==> config.mk <==
export PLATFORM = sky130hd
export DESIGN_NAME = fetch_queue
export DESIGN_NICKNAME = d
export VERILOG_FILES = /design/src/rtl/fetch_queue.sv
export SDC_FILE = /design/constraint.sdc
export NUM_CORES = 1
export LEC_CHECK = 0
export CORE_MARGIN = 3
export CORE_UTILIZATION = 55
export CTS_CLUSTER_DIAMETER = 80
export CTS_CLUSTER_SIZE = 40
export DETAILED_ROUTE_END_ITERATION = 10
export HOLD_SLACK_MARGIN = 0.1
export PLACE_DENSITY = 0.82
export SYNTH_ARGS = -nofsm -noshare
export SYNTH_HDL_FRONTEND = slang
export SYNTH_SLANG_ARGS = --single-unit
==> constraint.sdc <==
create_clock -name clk -period 5.2 [get_ports clk]
set_input_delay 1.04 -clock clk [delete_from_list [all_inputs] [get_ports clk]]
set_output_delay 1.04 -clock clk [all_outputs]
set_load 0.1 [all_outputs]
==> src/rtl/fetch_queue.sv <==
// fetch_queue: decoupled instruction prefetch unit.
//
// The unit issues sequential fetch requests ahead of the decoder and reserves
// one queue slot per accepted request. In-order memory responses fill the
// reserved slots, and the decoder pops filled entries from the head. A redirect
// flushes the queue and restarts fetch at a new PC. Responses to requests that
// were in flight at the redirect are counted in `squash` and discarded when
// they arrive. Those responses still hold credit until they drain.
//
// Ports
//   clk, reset        clock; synchronous active-high reset
//   redirect          flush the queue and restart fetch at redirect_pc
//   redirect_pc       new fetch address (4-byte aligned)
//   imem_req_valid    fetch request valid
//   imem_req_ready    memory accepts the request
//   imem_addr         fetch address
//   imem_resp_valid   in-order response valid, one per accepted request
//   imem_data         response instruction word
//   decoder_ready     decoder accepts the head entry
//   fetcher_valid     head entry valid
//   out_instr         head instruction
//   out_pc            head PC
module fetch_queue #(
  parameter int          DEPTH    = 4,
  parameter logic [31:0] RESET_PC = 32'h0000_0000
) (
  input  logic        clk,
  input  logic        reset,
  input  logic        redirect,
  input  logic [31:0] redirect_pc,
  output logic        imem_req_valid,
  input  logic        imem_req_ready,
  output logic [31:0] imem_addr,
  input  logic        imem_resp_valid,
  input  logic [31:0] imem_data,
  input  logic        decoder_ready,
  output logic        fetcher_valid,
  output logic [31:0] out_instr,
  output logic [31:0] out_pc
);

  localparam int PW = (DEPTH > 1) ? $clog2(DEPTH) : 1;
  localparam int CW = $clog2(DEPTH + 1);
  localparam logic [CW:0] DEPTH_C = (CW + 1)'(DEPTH);

  logic [31:0]      fetch_pc;
  logic [31:0]      pc_q    [DEPTH];
  logic [31:0]      instr_q [DEPTH];
  logic [DEPTH-1:0] filled;
  logic [PW-1:0]    alloc_ptr;
  logic [PW-1:0]    fill_ptr;
  logic [PW-1:0]    head_ptr;
  logic [CW-1:0]    occupancy;
  logic [CW-1:0]    squash;
  // Requests accepted since the last flush and still waiting for a response.
  // This count becomes the squash count when a redirect arrives.
  logic [CW-1:0]    pending;

  logic [CW:0] in_use;
  logic        req_fire;
  logic        pop;
  logic        resp_live;
  logic        resp_drop;

  // Squashed responses still hold credit, so they count against the depth.
  assign in_use = {1'b0, occupancy} + {1'b0, squash};

  assign imem_req_valid = !reset && !redirect && (in_use < DEPTH_C);
  assign imem_addr      = reset ? RESET_PC : fetch_pc;

  // Stale filled bits from earlier laps do not matter when occupancy is zero.
  assign fetcher_valid = !reset && !redirect && filled[head_ptr] && (occupancy != '0);
  assign out_instr     = reset ? '0 : instr_q[head_ptr];
  assign out_pc        = reset ? '0 : pc_q[head_ptr];

  assign req_fire  = imem_req_valid && imem_req_ready;
  assign pop       = fetcher_valid && decoder_ready;
  assign resp_drop = imem_resp_valid && (squash != '0);
  assign resp_live = imem_resp_valid && (squash == '0);

  always_ff @(posedge clk) begin
    if (reset) begin
      fetch_pc  <= RESET_PC;
      alloc_ptr <= '0;
      fill_ptr  <= '0;
      head_ptr  <= '0;
      occupancy <= '0;
      squash    <= '0;
      pending   <= '0;
      filled    <= '0;
      for (int i = 0; i < DEPTH; i++) begin
        pc_q[i]    <= '0;
        instr_q[i] <= '0;
      end
    end else if (redirect) begin
      fetch_pc  <= redirect_pc;
      alloc_ptr <= '0;
      fill_ptr  <= '0;
      head_ptr  <= '0;
      occupancy <= '0;
      filled    <= '0;
      pending   <= '0;
      // Everything still in flight becomes squashed. A response arriving in
      // this cycle retires one of them, whether it was already squashed or not.
      squash    <= squash + pending - CW'(imem_resp_valid);
    end else begin
      if (req_fire) begin
        pc_q[alloc_ptr]   <= fetch_pc;
        filled[alloc_ptr] <= 1'b0;
        alloc_ptr         <= alloc_ptr + 1'b1;
        fetch_pc          <= fetch_pc + 32'd4;
      end
      if (resp_drop) begin
        squash <= squash - 1'b1;
      end
      // fill_ptr always points at a slot reserved in an earlier cycle, so this
      // write can never collide with the allocation above.
      if (resp_live) begin
        instr_q[fill_ptr] <= imem_data;
        filled[fill_ptr]  <= 1'b1;
        fill_ptr          <= fill_ptr + 1'b1;
      end
      if (pop) begin
        head_ptr <= head_ptr + 1'b1;
      end
      occupancy <= occupancy + CW'(req_fire) - CW'(pop);
      pending   <= pending + CW'(req_fire) - CW'(resp_live);
    end
  end

endmodule

==> results of run 1 <==
area by class of cell:
type / count / area share (%)
Sequential cell: 309 / 51.5
Multi-Input combinational cell: 696 / 33.0
Timing Repair Buffer: 188 / 9.99
Tap cell: 335 / 2.47
Clock buffer: 14 / 1.94
Clock inverter: 7 / 0.611
Inverter: 21 / 0.479
Antenna cell: 1 / 0.0147
cell usage in the layout, fill, tap and decap left out, types with 2 or more instances in the layout:
cell type and count:
sky130_fd_sc_hd__clkdlybuf4s50_1 104, sky130_fd_sc_hd__a211oi_1 3, sky130_fd_sc_hd__nor3_4 2, sky130_fd_sc_hd__or2_2 8
sky130_fd_sc_hd__and3_1 69, sky130_fd_sc_hd__or3_1 4, sky130_fd_sc_hd__dfxtp_1 51, sky130_fd_sc_hd__nor4_4 2
sky130_fd_sc_hd__nand2_1 33, sky130_fd_sc_hd__nand3b_1 2, sky130_fd_sc_hd__fa_1 3, sky130_fd_sc_hd__inv_16 2
sky130_fd_sc_hd__inv_8 2, sky130_fd_sc_hd__nor4_1 9, sky130_fd_sc_hd__o211ai_1 5, sky130_fd_sc_hd__nand4_4 2
sky130_fd_sc_hd__mux2_2 2, sky130_fd_sc_hd__and2_1 192, sky130_fd_sc_hd__nor3b_1 2, sky130_fd_sc_hd__a31oi_1 9
sky130_fd_sc_hd__mux4_2 65, sky130_fd_sc_hd__o21ai_0 13, sky130_fd_sc_hd__ha_1 20, sky130_fd_sc_hd__a22oi_1 9
sky130_fd_sc_hd__edfxtp_1 256, sky130_fd_sc_hd__nor3_1 7, sky130_fd_sc_hd__nor2b_1 94, sky130_fd_sc_hd__inv_1 20
sky130_fd_sc_hd__and4_1 6, sky130_fd_sc_hd__xnor2_1 15, sky130_fd_sc_hd__nand3_1 6, sky130_fd_sc_hd__clkbuf_16 13
sky130_fd_sc_hd__xor2_1 4, sky130_fd_sc_hd__nand4_1 12, sky130_fd_sc_hd__buf_12 2, sky130_fd_sc_hd__a21oi_1 29
sky130_fd_sc_hd__buf_4 82, sky130_fd_sc_hd__mux2i_1 6, sky130_fd_sc_hd__nor2_1 45
metal layers:
layer | wire length (um) | GRT usage (%) | vias up
li1 | - | - | 4260
met1 | 14300 | 34.2 | 4596
met2 | 16400 | 37.9 | 372
met3 | 2370 | 2.72 | 44
met4 | 631 | 5.15 | 0
met5 | 0 | 0 | -
worst max-delay path: stages (launching register included):
cell                              delay (ns)
sky130_fd_sc_hd__dfxtp_4                0.94
sky130_fd_sc_hd__mux4_2                 0.64
sky130_fd_sc_hd__nor2b_1                0.15
sky130_fd_sc_hd__clkdlybuf4s50_1        0.99
state kept, by name, summed over array words and instances, names as in the netlist, named ones only:
name,cells
fetch_pc,32
pc_q,128
squash,3
fill_ptr,2
instr_q,128
filled,4
alloc_ptr,2
head_ptr,2
occupancy,3
pending,3
per-stage QoR:
step	instance area, um2	total power (uW)	cells
2_1_floorplan	14800	3600	1114
3_3_place_gp	16600	3870	1549
3_5_place_dp	16600	3890	1549
4_1_cts	17000	5170	1570
5_1_grt	17000	5320	1571
6_report	17000	5150	1571
path summary, 6_finish.rpt:
kind                        end  slack, ns  cells after the start
setup / recovery  out_instr[31]       0.88                      3
hold / removal             flop       0.53                      1
setup reg to reg     pc_q[2][7]       1.61                      9
hold reg to reg            flop       0.53                      1
power by group through the flow:
stage | Sequential [uW] | Clock, uW | Combinational, uW
final | 2910 | 1310 | 934
after global routing | 2920 | 1410 | 991
after CTS | 2900 | 1330 | 935
after detailed placement | 2960 | 0 | 931
after global placement | 2950 | 0 | 923
after floorplan | 2920 | 0 | 688
kinds of logic (layout without fill, tap and decap cells):
| logic type | after synthesis | in the layout | synth area share, % |
|---|---|---|---|
| AO/OA/AOI/OAI | 80 | 80 | 3.49 |
| AND/OR/NAND/NOR | 501 | 501 | 20.7 |
| other | 0 | 1 | 0 |
| adder cells (fa/ha/maj) | 23 | 23 | 2.10 |
| buffers and inverters | 109 | 230 | 3.04 |
| XOR/XNOR | 19 | 19 | 1.13 |
| multiplexers | 73 | 73 | 10.5 |
| flip-flops | 309 | 309 | 59.1 |
==> flow_metrics.env, run 1 <==
export IMPL_grt_first_pass_wirelength_um=52700
export IMPL_multi_input_comb_area_mm2=0.00560
export IMPL_via_count=9272
export IMPL_setup_repair_after_global_routing_missed_its_margin="no"
export IMPL_overflow=0
export IMPL_tritoncts="built"
export IMPL_yosysWarnings=0
export IMPL_grt_start_max_net_pins=70
export IMPL_pwr_share_seq_pct=56.4
export IMPL_switching_power_uw=1520
export IMPL_critPathCaptureType="primary output"
export IMPL_design_final_nets=1322
export IMPL_layout_cell_share_with_drive_strength_beyond_1_pct=15.8
export IMPL_slew_headroom_pct=33.5
export IMPL_grt_antenna_before_repair=1
export IMPL_initial_utilization_pct=56.3
export IMPL_place_worst_setup_slack_ns=1.27
export IMPL_crit_fanout=43
export IMPL_grt_pass1_vias=9306
export IMPL_postLayoutSetupSlackWorst_ns=0.878
export IMPL_totalWireLength_um=33700
export IMPL_clk_pin_slew_worst_paths_ns=0.14
export IMPL_crit_reg2reg_launch="occupancy[1]"
export IMPL_async_reset_ff_share_pct=0
export IMPL_post_synth_inst_count=1114
export IMPL_die_height_um=170
export IMPL_timing_worst_setup_path_type="flop to primary output"
export IMPL_area_fraction_of_the_dominant_cell_type_after_synthesis_pct=52.0
export IMPL_worst_slew_pin_slew_ns=0.994
export IMPL_die_width_um=170
export IMPL_cts_sink_count=309
export IMPL_synthDistinctLibCells=56
export IMPL_period_needed_ns=4.32
export IMPL_switching_share_of_power_pct=29.5
export IMPL_place_detailed_hpwl_um=21300
export IMPL_outcome="finished clean"
export IMPL_clock_tree_root_driver_cell="sky130_fd_sc_hd__clkbuf_16"
export IMPL_slew_viol_final=0
export IMPL_worstPathArrival_ns=3.28
export IMPL_power_density_cell_area_mw_per_mm2=303
export IMPL_final_period_utilization_pct=83.1
export IMPL_wl_per_cell_um=21.4
export IMPL_ioPinCount=168
export IMPL_crit_required_ns=4.16
export IMPL_final_util_pct=64.6
export IMPL_cts_htree_levels=1
export IMPL_synth_most_common_cell="sky130_fd_sc_hd__edfxtp_1"
export IMPL_fin_hold_ws_ns=0.533
export IMPL_synthFlopType="sky130_fd_sc_hd__edfxtp_1"
export IMPL_gp_routability_congestion=0.792
export IMPL_critPathLaunchType="flop"
export IMPL_drt_first_pass_iters=5
export IMPL_cts_setup_buffers=0
export IMPL_detail_route_antenna_nets=0
export IMPL_yosysSeqAreaShare_pct=59.1
export IMPL_ys_top_cells_by_count="256 x sky130_fd_sc_hd__edfxtp_1, 192 x sky130_fd_sc_hd__and2_1, 94 x sky130_fd_sc_hd__nor2b_1"
export IMPL_maxCapViolCount=0
export IMPL_synth_edff_count=256
export IMPL_area_sequential_mm2=0.00875
export IMPL_remaining_drc_errors=0
export IMPL_totalNegativeSetupSlack_ns=0
export IMPL_hp_class="flop to flop"
export IMPL_min_delay_start="head_ptr[1]"
export IMPL_detail_route_vias_per_cell=5.90
export IMPL_rows=59
export IMPL_worst_case_vdd_ir_drop_mv=0.300
export IMPL_p_leak_uw=0.00636
export IMPL_filler_cell_count=1946
export IMPL_groute_usage_overall_pct=23.2
export IMPL_drt_first_iter_violations=928
export IMPL_postSynthAreaPerCell_um2=13.3
export IMPL_cts_resized_gates=0
export IMPL_floorplan_die_area_mm2=0.0289
export IMPL_syn_nets=1207
export IMPL_internal_power_uw=3630
export IMPL_ctsHoldBuffers=0
export IMPL_cts_buffer_depth=3
export IMPL_layout_area_overhead_vs_synth_pct=14.8
export IMPL_post_synth_main_area_contributors="sky130_fd_sc_hd__edfxtp_1 52%, sky130_fd_sc_hd__mux4_2 9.9%, sky130_fd_sc_hd__and2_1 8.1%, sky130_fd_sc_hd__dfxtp_1 7.2%, sky130_fd_sc_hd__nor2b_1 4.0%"
export IMPL_combinational_cell_fraction_of_total_power_pct=18.1
export IMPL_synth_ff_latch_count=309
export IMPL_setup_violations_final=0
export IMPL_fmax_ghz=0.231
export IMPL_fin_skew_ns=0.0447
export IMPL_insertion_delay_ns=0.52
export IMPL_fp_coreArea_mm2=0.0263
export IMPL_clockPowerShare_pct=25.5
export IMPL_count_of_input_and_output_buffers=167
export IMPL_area_of_the_mapped_netlist_mm2=0.0148
export IMPL_yosysTopAreaCell="sky130_fd_sc_hd__edfxtp_1"
export IMPL_number_of_cts_inserted_buffers=13
export IMPL_final_hold_viol_count=0
Power figures use the tool's default switching activity.
==> run 2, diff against run 1 <==
==> constraint.sdc (replaced) <==
create_clock -name clk -period 4 [get_ports clk]
set_input_delay 0.8 -clock clk [delete_from_list [all_inputs] [get_ports clk]]
set_output_delay 0.8 -clock clk [all_outputs]
set_load 0.1 [all_outputs]
==> flow_metrics.env, run 2 (same netlist as run 1, synthesis figures left out) <==
export IMPL_outcome="finished clean"
export IMPL_cts_buffer_depth=3
export IMPL_crit_required_ns=3.20
export IMPL_crit_path_cell_chain="clkdlybuf4s50_1, buf_4, or2_2, nor3b_2, buf_12"
export IMPL_filler_cell_count=1924
export IMPL_detail_route_antenna_nets=0
export IMPL_cts_setup_buffers=0
export IMPL_total_buffers_and_inverters_traversed_by_the_critical_path=3
export IMPL_crit_family="buffers and inverters"
export IMPL_detail_route_vias_per_cell=5.90
export IMPL_highest_signal_layer="met4"
export IMPL_gp_routability_congestion=0.873
export IMPL_grt_antenna_before_repair=2
export IMPL_drt_first_pass_iters=5
export IMPL_area_sequential_mm2=0.00875
export IMPL_fin_skew_ns=0.0336
export IMPL_p_leak_uw=0.00652
export IMPL_power_density_cell_area_mw_per_mm2=403
export IMPL_maxCapViolCount=0
export IMPL_overflow=0
export IMPL_insertion_delay_ns=0.52
export IMPL_grt_start_max_net_pins=132
export IMPL_die_height_um=170
export IMPL_layout_area_overhead_vs_synth_pct=15.6
export IMPL_worstPathArrival_ns=2.61
export IMPL_wl_per_cell_um=21.3
export IMPL_groute_usage_overall_pct=23.3
export IMPL_setup_repair_after_global_routing_missed_its_margin="no"
export IMPL_critPathCaptureType="primary output"
export IMPL_critPathLaunchType="input port"
export IMPL_worst_case_vdd_ir_drop_mv=0.305
export IMPL_setup_violations_final=0
export IMPL_remaining_drc_errors=0
export IMPL_placed_area_mm2=0.0166
export IMPL_design_final_nets=1329
export IMPL_totalWireLength_um=33600
export IMPL_total_power_uw=6890
export IMPL_clock_tree_root_driver_cell="sky130_fd_sc_hd__clkbuf_16"
export IMPL_cts_htree_levels=1
export IMPL_clk_pin_slew_worst_paths_ns=0.13
export IMPL_tritoncts="built"
export IMPL_place_detailed_hpwl_um=21000
export IMPL_fp_coreArea_mm2=0.0263
export IMPL_period_needed_ns=3.41
export IMPL_floorplan_die_area_mm2=0.0289
export IMPL_cts_resized_gates=0
export IMPL_layout_cell_share_with_drive_strength_beyond_1_pct=19.5
export IMPL_count_of_input_and_output_buffers=167
export IMPL_cts_sink_count=309
export IMPL_hp_class="flop to flop"
export IMPL_top_regs="instr_q (128), pc_q (128), fetch_pc (32)"
export IMPL_slew_headroom_pct=45.3
export IMPL_final_period_utilization_pct=85.2
export IMPL_slew_viol_final=0
export IMPL_final_hold_viol_count=0
export IMPL_mostFrequentLayoutCell="sky130_fd_sc_hd__edfxtp_1"
export IMPL_max_stage_delay_ns=0.54
export IMPL_via_count=9320
export IMPL_ioPinCount=168
export IMPL_postLayoutCellArea_mm2=0.0171
export IMPL_grt_first_pass_wirelength_um=52700
export IMPL_rows=59
export IMPL_fin_hold_ws_ns=0.521
export IMPL_timing_worst_setup_path_type="input port to primary output"
export IMPL_grt_pass1_vias=9368
export IMPL_crit_fanout=28
export IMPL_worst_path_max_delay_cell="sky130_fd_sc_hd__clkdlybuf4s50_1"
export IMPL_met2_length_um=16500
export IMPL_number_of_cts_inserted_buffers=14
export IMPL_wirelength_met1_um=14200
export IMPL_detailroute_wirelength_met3_um=2200
export IMPL_multi_input_comb_area_mm2=0.00561
export IMPL_layout_cells_most_common_list="256 x sky130_fd_sc_hd__edfxtp_1, 192 x sky130_fd_sc_hd__and2_1, 120 x sky130_fd_sc_hd__buf_4"
export IMPL_totalNegativeSetupSlack_ns=0
export IMPL_die_width_um=170
export IMPL_ctsHoldBuffers=0
export IMPL_initial_utilization_pct=56.3
export IMPL_drt_first_iter_violations=980
export IMPL_worst_slew_pin_slew_ns=0.817
export IMPL_fmax_ghz=0.293
==> run 2: routing by layer <==
layer / up-vias / track usage [%]
li1: 4269 / -
met1: 4636 / 33.8
met2: 362 / 38.3
met3: 53 / 2.72
met4: 0 / 5.61
met5: - / 0
==> run 2: power breakdown <==
group / total [uW] / switching (uW) / internal, uW / leakage, uW
clock network: 1890 / 1110 / 777 / 0.000257
logic: 1220 / 831 / 389 / 0.00317
registers: 3780 / 112 / 3670 / 0.00309
total: 6890 / 2060 / 4830 / 0.00652
==> run 2: layout make-up <==
cell class | count | share of cell area [%]
clock buffers | 15 | 2.20
flip-flops and latches | 309 | 51.2
clock inverters | 9 | 0.937
well taps | 335 | 2.45
diodes | 1 | 0.0146
inverters | 21 | 0.476
repair buffers | 194 | 9.95
multi-input cells | 696 | 32.8
==> run 2: metrics by stage <==
stage	worst slack [ns]	cells	util [%]
floorplan	0.283	1114	-
global placement	0.631	1555	63.0
detailed placement	0.610	1555	63.0
CTS	0.596	1579	65.1
global route	0.524	1580	65.1
finish	0.592	1580	65.1
==> run 2: path summary, 6_finish.rpt <==
| check | cells past startpoint | start | end | slack [ns] |
|---|---|---|---|---|
| max | 5 | redirect | imem_req_valid | 0.59 |
| min | 2 | filled[3] | filled[3] | 0.52 |
| max reg2reg | 11 | head_ptr[0] | occupancy[2] | 1.26 |
| min reg2reg | 2 | filled[3] | filled[3] | 0.52 |
==> run 2: worst reg2reg max path, cell delays in order (launching register included) <==
cell and delay [ns]:
sky130_fd_sc_hd__dfxtp_1 0.42, sky130_fd_sc_hd__mux4_2 0.55, sky130_fd_sc_hd__o311a_1 0.20, sky130_fd_sc_hd__and2_1 0.21, sky130_fd_sc_hd__ha_1 0.29, sky130_fd_sc_hd__inv_1 0.06, sky130_fd_sc_hd__ha_1 0.13, sky130_fd_sc_hd__inv_1 0.05
sky130_fd_sc_hd__fa_1 0.37, sky130_fd_sc_hd__xor2_1 0.18, sky130_fd_sc_hd__xnor2_1 0.14, sky130_fd_sc_hd__nor2_1 0.05
==> run 3, diff against run 2 <==
--- a/config.mk
+++ b/config.mk
@@ -5,6 +5,7 @@
 export SDC_FILE = /design/constraint.sdc
 export NUM_CORES = 1
 export LEC_CHECK = 0
+export ABC_AREA = 1
 export CORE_MARGIN = 3
 export CORE_UTILIZATION = 55
 export CTS_CLUSTER_DIAMETER = 80
==> flow_metrics.env, run 3 <==
export IMPL_finalNonFillerCells=2126
export IMPL_combinational_cell_fraction_of_total_power_pct=16.9
export IMPL_remaining_drc_errors=0
export IMPL_outcome="finished clean"
export IMPL_cts_htree_levels=1
export IMPL_internal_power_uw=4830
export IMPL_design_final_nets=1876
export IMPL_setup_violations_final=0
export IMPL_detail_route_antenna_nets=0
export IMPL_cts_sink_count=309
export IMPL_clock_tree_root_driver_cell="sky130_fd_sc_hd__clkbuf_16"
export IMPL_slew_headroom_pct=34.1
export IMPL_synth_most_common_cell="sky130_fd_sc_hd__nor2_1"
export IMPL_synthDistinctLibCells=31
export IMPL_ys_top_cells_by_count="632 x sky130_fd_sc_hd__nor2_1, 256 x sky130_fd_sc_hd__edfxtp_1, 162 x sky130_fd_sc_hd__nand2_1"
export IMPL_overflow=0
export IMPL_clk_pin_slew_worst_paths_ns=0.13
export IMPL_place_detailed_hpwl_um=24500
export IMPL_clockPowerShare_pct=27.6
export IMPL_tritoncts="built"
export IMPL_worst_case_vdd_ir_drop_mv=0.260
export IMPL_post_synth_inst_count=1660
export IMPL_yosysSeqAreaShare_pct=59.5
export IMPL_crit_path_cell_chain="inv_2, buf_4, o21ai_0, a21oi_1, buf_12"
export IMPL_synth_edff_count=256
export IMPL_insertion_delay_ns=0.52
export IMPL_rows=59
export IMPL_floorplan_die_area_mm2=0.0287
export IMPL_grt_start_max_net_pins=83
export IMPL_crit_required_ns=3.20
export IMPL_layout_cells_most_common_list="632 x sky130_fd_sc_hd__nor2_1, 256 x sky130_fd_sc_hd__edfxtp_1, 162 x sky130_fd_sc_hd__nand2_1"
export IMPL_crit_fanout=82
export IMPL_count_of_input_and_output_buffers=167
export IMPL_yosysTopAreaCell="sky130_fd_sc_hd__edfxtp_1"
export IMPL_syn_nets=1753
export IMPL_max_stage_delay_ns=0.61
export IMPL_pwr_share_seq_pct=55.5
export IMPL_placedCellCount=2102
export IMPL_top_regs="instr_q (128), pc_q (128), fetch_pc (32)"
export IMPL_ctsHoldBuffers=0
export IMPL_wl_per_cell_um=18.0
export IMPL_grt_pass1_vias=11562
export IMPL_number_of_cts_inserted_buffers=14
export IMPL_cts_resized_gates=0
export IMPL_cts_setup_buffers=0
export IMPL_area_of_the_mapped_netlist_mm2=0.0147
export IMPL_cts_buffer_depth=3
export IMPL_crit_family="buffers and inverters"
export IMPL_grt_antenna_before_repair=1
export IMPL_area_fraction_of_the_dominant_cell_type_after_synthesis_pct=52.3
export IMPL_final_period_utilization_pct=87.7
export IMPL_detail_route_vias_per_cell=5.63
export IMPL_drt_first_pass_iters=5
export IMPL_yosysWarnings=0
export IMPL_timing_worst_setup_path_type="flop to primary output"
export IMPL_totalWireLength_um=38300
export IMPL_ioPinCount=168
export IMPL_layout_cell_share_with_drive_strength_beyond_1_pct=9.60
export IMPL_initial_utilization_pct=56.2
export IMPL_slew_viol_final=0
export IMPL_fin_skew_ns=0.0395
export IMPL_critPathLaunchType="flop"
export IMPL_period_needed_ns=3.51
export IMPL_total_buffers_and_inverters_traversed_by_the_critical_path=3
export IMPL_drt_first_iter_violations=1187
export IMPL_final_hold_viol_count=0
export IMPL_post_synth_main_area_contributors="sky130_fd_sc_hd__edfxtp_1 52%, sky130_fd_sc_hd__nor2_1 16%, sky130_fd_sc_hd__dfxtp_1 7.2%, sky130_fd_sc_hd__o21ai_0 5.4%, sky130_fd_sc_hd__nand2_1 4.1%"
export IMPL_layout_area_overhead_vs_synth_pct=20.6
export IMPL_via_count=11976
export IMPL_gp_routability_congestion=0.944
export IMPL_postSynthAreaPerCell_um2=8.85
export IMPL_p_leak_uw=0.00689
export IMPL_synthFlopType="sky130_fd_sc_hd__edfxtp_1"
export IMPL_filler_cell_count=1995
export IMPL_insertedDiodeCount=0
export IMPL_switching_share_of_power_pct=28.0
export IMPL_setup_repair_after_global_routing_missed_its_margin="no"
export IMPL_switching_power_uw=1880
export IMPL_power_density_cell_area_mw_per_mm2=379
export IMPL_worstPathArrival_ns=2.71
export IMPL_mostFrequentLayoutCell="sky130_fd_sc_hd__nor2_1"
export IMPL_die_width_um=169
export IMPL_async_reset_ff_share_pct=0
export IMPL_grt_first_pass_wirelength_um=59800
export IMPL_groute_usage_overall_pct=26.1
export IMPL_fmax_ghz=0.285
export IMPL_fp_coreArea_mm2=0.0261
export IMPL_worst_slew_pin_slew_ns=0.989
export IMPL_synth_ff_latch_count=309
export IMPL_totalNegativeSetupSlack_ns=0
export IMPL_die_height_um=169
export IMPL_maxCapViolCount=0
export IMPL_hp_class="flop to flop"
export IMPL_critPathCaptureType="primary output"
export IMPL_worst_path_max_delay_cell="sky130_fd_sc_hd__buf_4"
## run 3: cell count changes after synthesis, sizes merged, moves of 64 or more
cell | previous run | this run
and3 | 69 | 0
a21oi | 29 | 93
and2 | 192 | 0
inv | 21 | 113
mux4 | 65 | 0
o21ai | 13 | 162
nor2 | 46 | 638
nand2 | 34 | 167
nor2b | 94 | 0
## run 3: worst min-delay path, delay by kind of cell (launching register included)
kind / cells / cell delay, ns
AOI/OAI and AO/OA: 1 / 0.07
DFF: 1 / 0.36
and+or+nand+nor: 1 / 0.08
## run 3: kinds of logic after synthesis
family	count (synthesis)	synth area share (%)
AO/OA/AOI/OAI	271	9.50
XOR/XNOR	16	0.954
adder cells (fa/ha/maj)	23	2.11
buffers and inverters	204	5.87
flip-flops	309	59.5
AND/OR/NAND/NOR	837	22.0
## run 3: metrics by stage
stage,power (uW),hold WS (ns),worst slack [ns],util [%],area [um2]
4_1_cts,6710,0.521,0.442,67.8,17700
5_1_grt,6900,0.546,0.362,67.8,17700
2_1_floorplan,4510,0.465,0.132,-,14700
3_5_place_dp,4920,0.498,0.481,65.9,17200
6_report,6710,0.526,0.491,67.8,17700
3_3_place_gp,4890,0.489,0.600,65.9,17200
## run 3: worst paths after layout
| path | from | to | slack, ns | cells past startpoint |
|---|---|---|---|---|
| worst min-delay path | filled[3] | filled[3] | 0.53 | 2 |
| worst max-delay path | flop | out_pc[22] | 0.49 | 5 |
| worst min register to register | filled[3] | filled[3] | 0.53 | 2 |
| worst max register to register | occupancy[1] | pending[2] | 1.11 | 12 |
## run 3: cell type report
| cell class | instances | area (um2) | share of cell area, % |
|---|---|---|---|
| clock buffers | 19 | 412 | 2.32 |
| clock inverters | 5 | 96.3 | 0.544 |
| inverters | 113 | 424 | 2.39 |
| multi-input cells | 1147 | 5110 | 28.8 |
| flip-flops and latches | 309 | 8750 | 49.4 |
| well taps | 335 | 419 | 2.36 |
| repair buffers | 198 | 2510 | 14.1 |
## run 3: routing by layer
layer,vias to the layer above,part of all wire (%),track usage (%)
met4,2,3.0,8.68
li1,5646,-,-
met3,92,9.5,3.98
met2,623,49,44.6
met1,5613,38,34.4
met5,-,0.034,0
## run 3: power groups by stage
stage          clock [uW]  combinational, uW  sequential, uW
6_report             1850               1130            3720
3_5_place_dp            0               1130            3800
3_3_place_gp            0               1110            3790
2_1_floorplan           0                729            3780
4_1_cts              1860               1130            3720
5_1_grt              1950               1210            3740
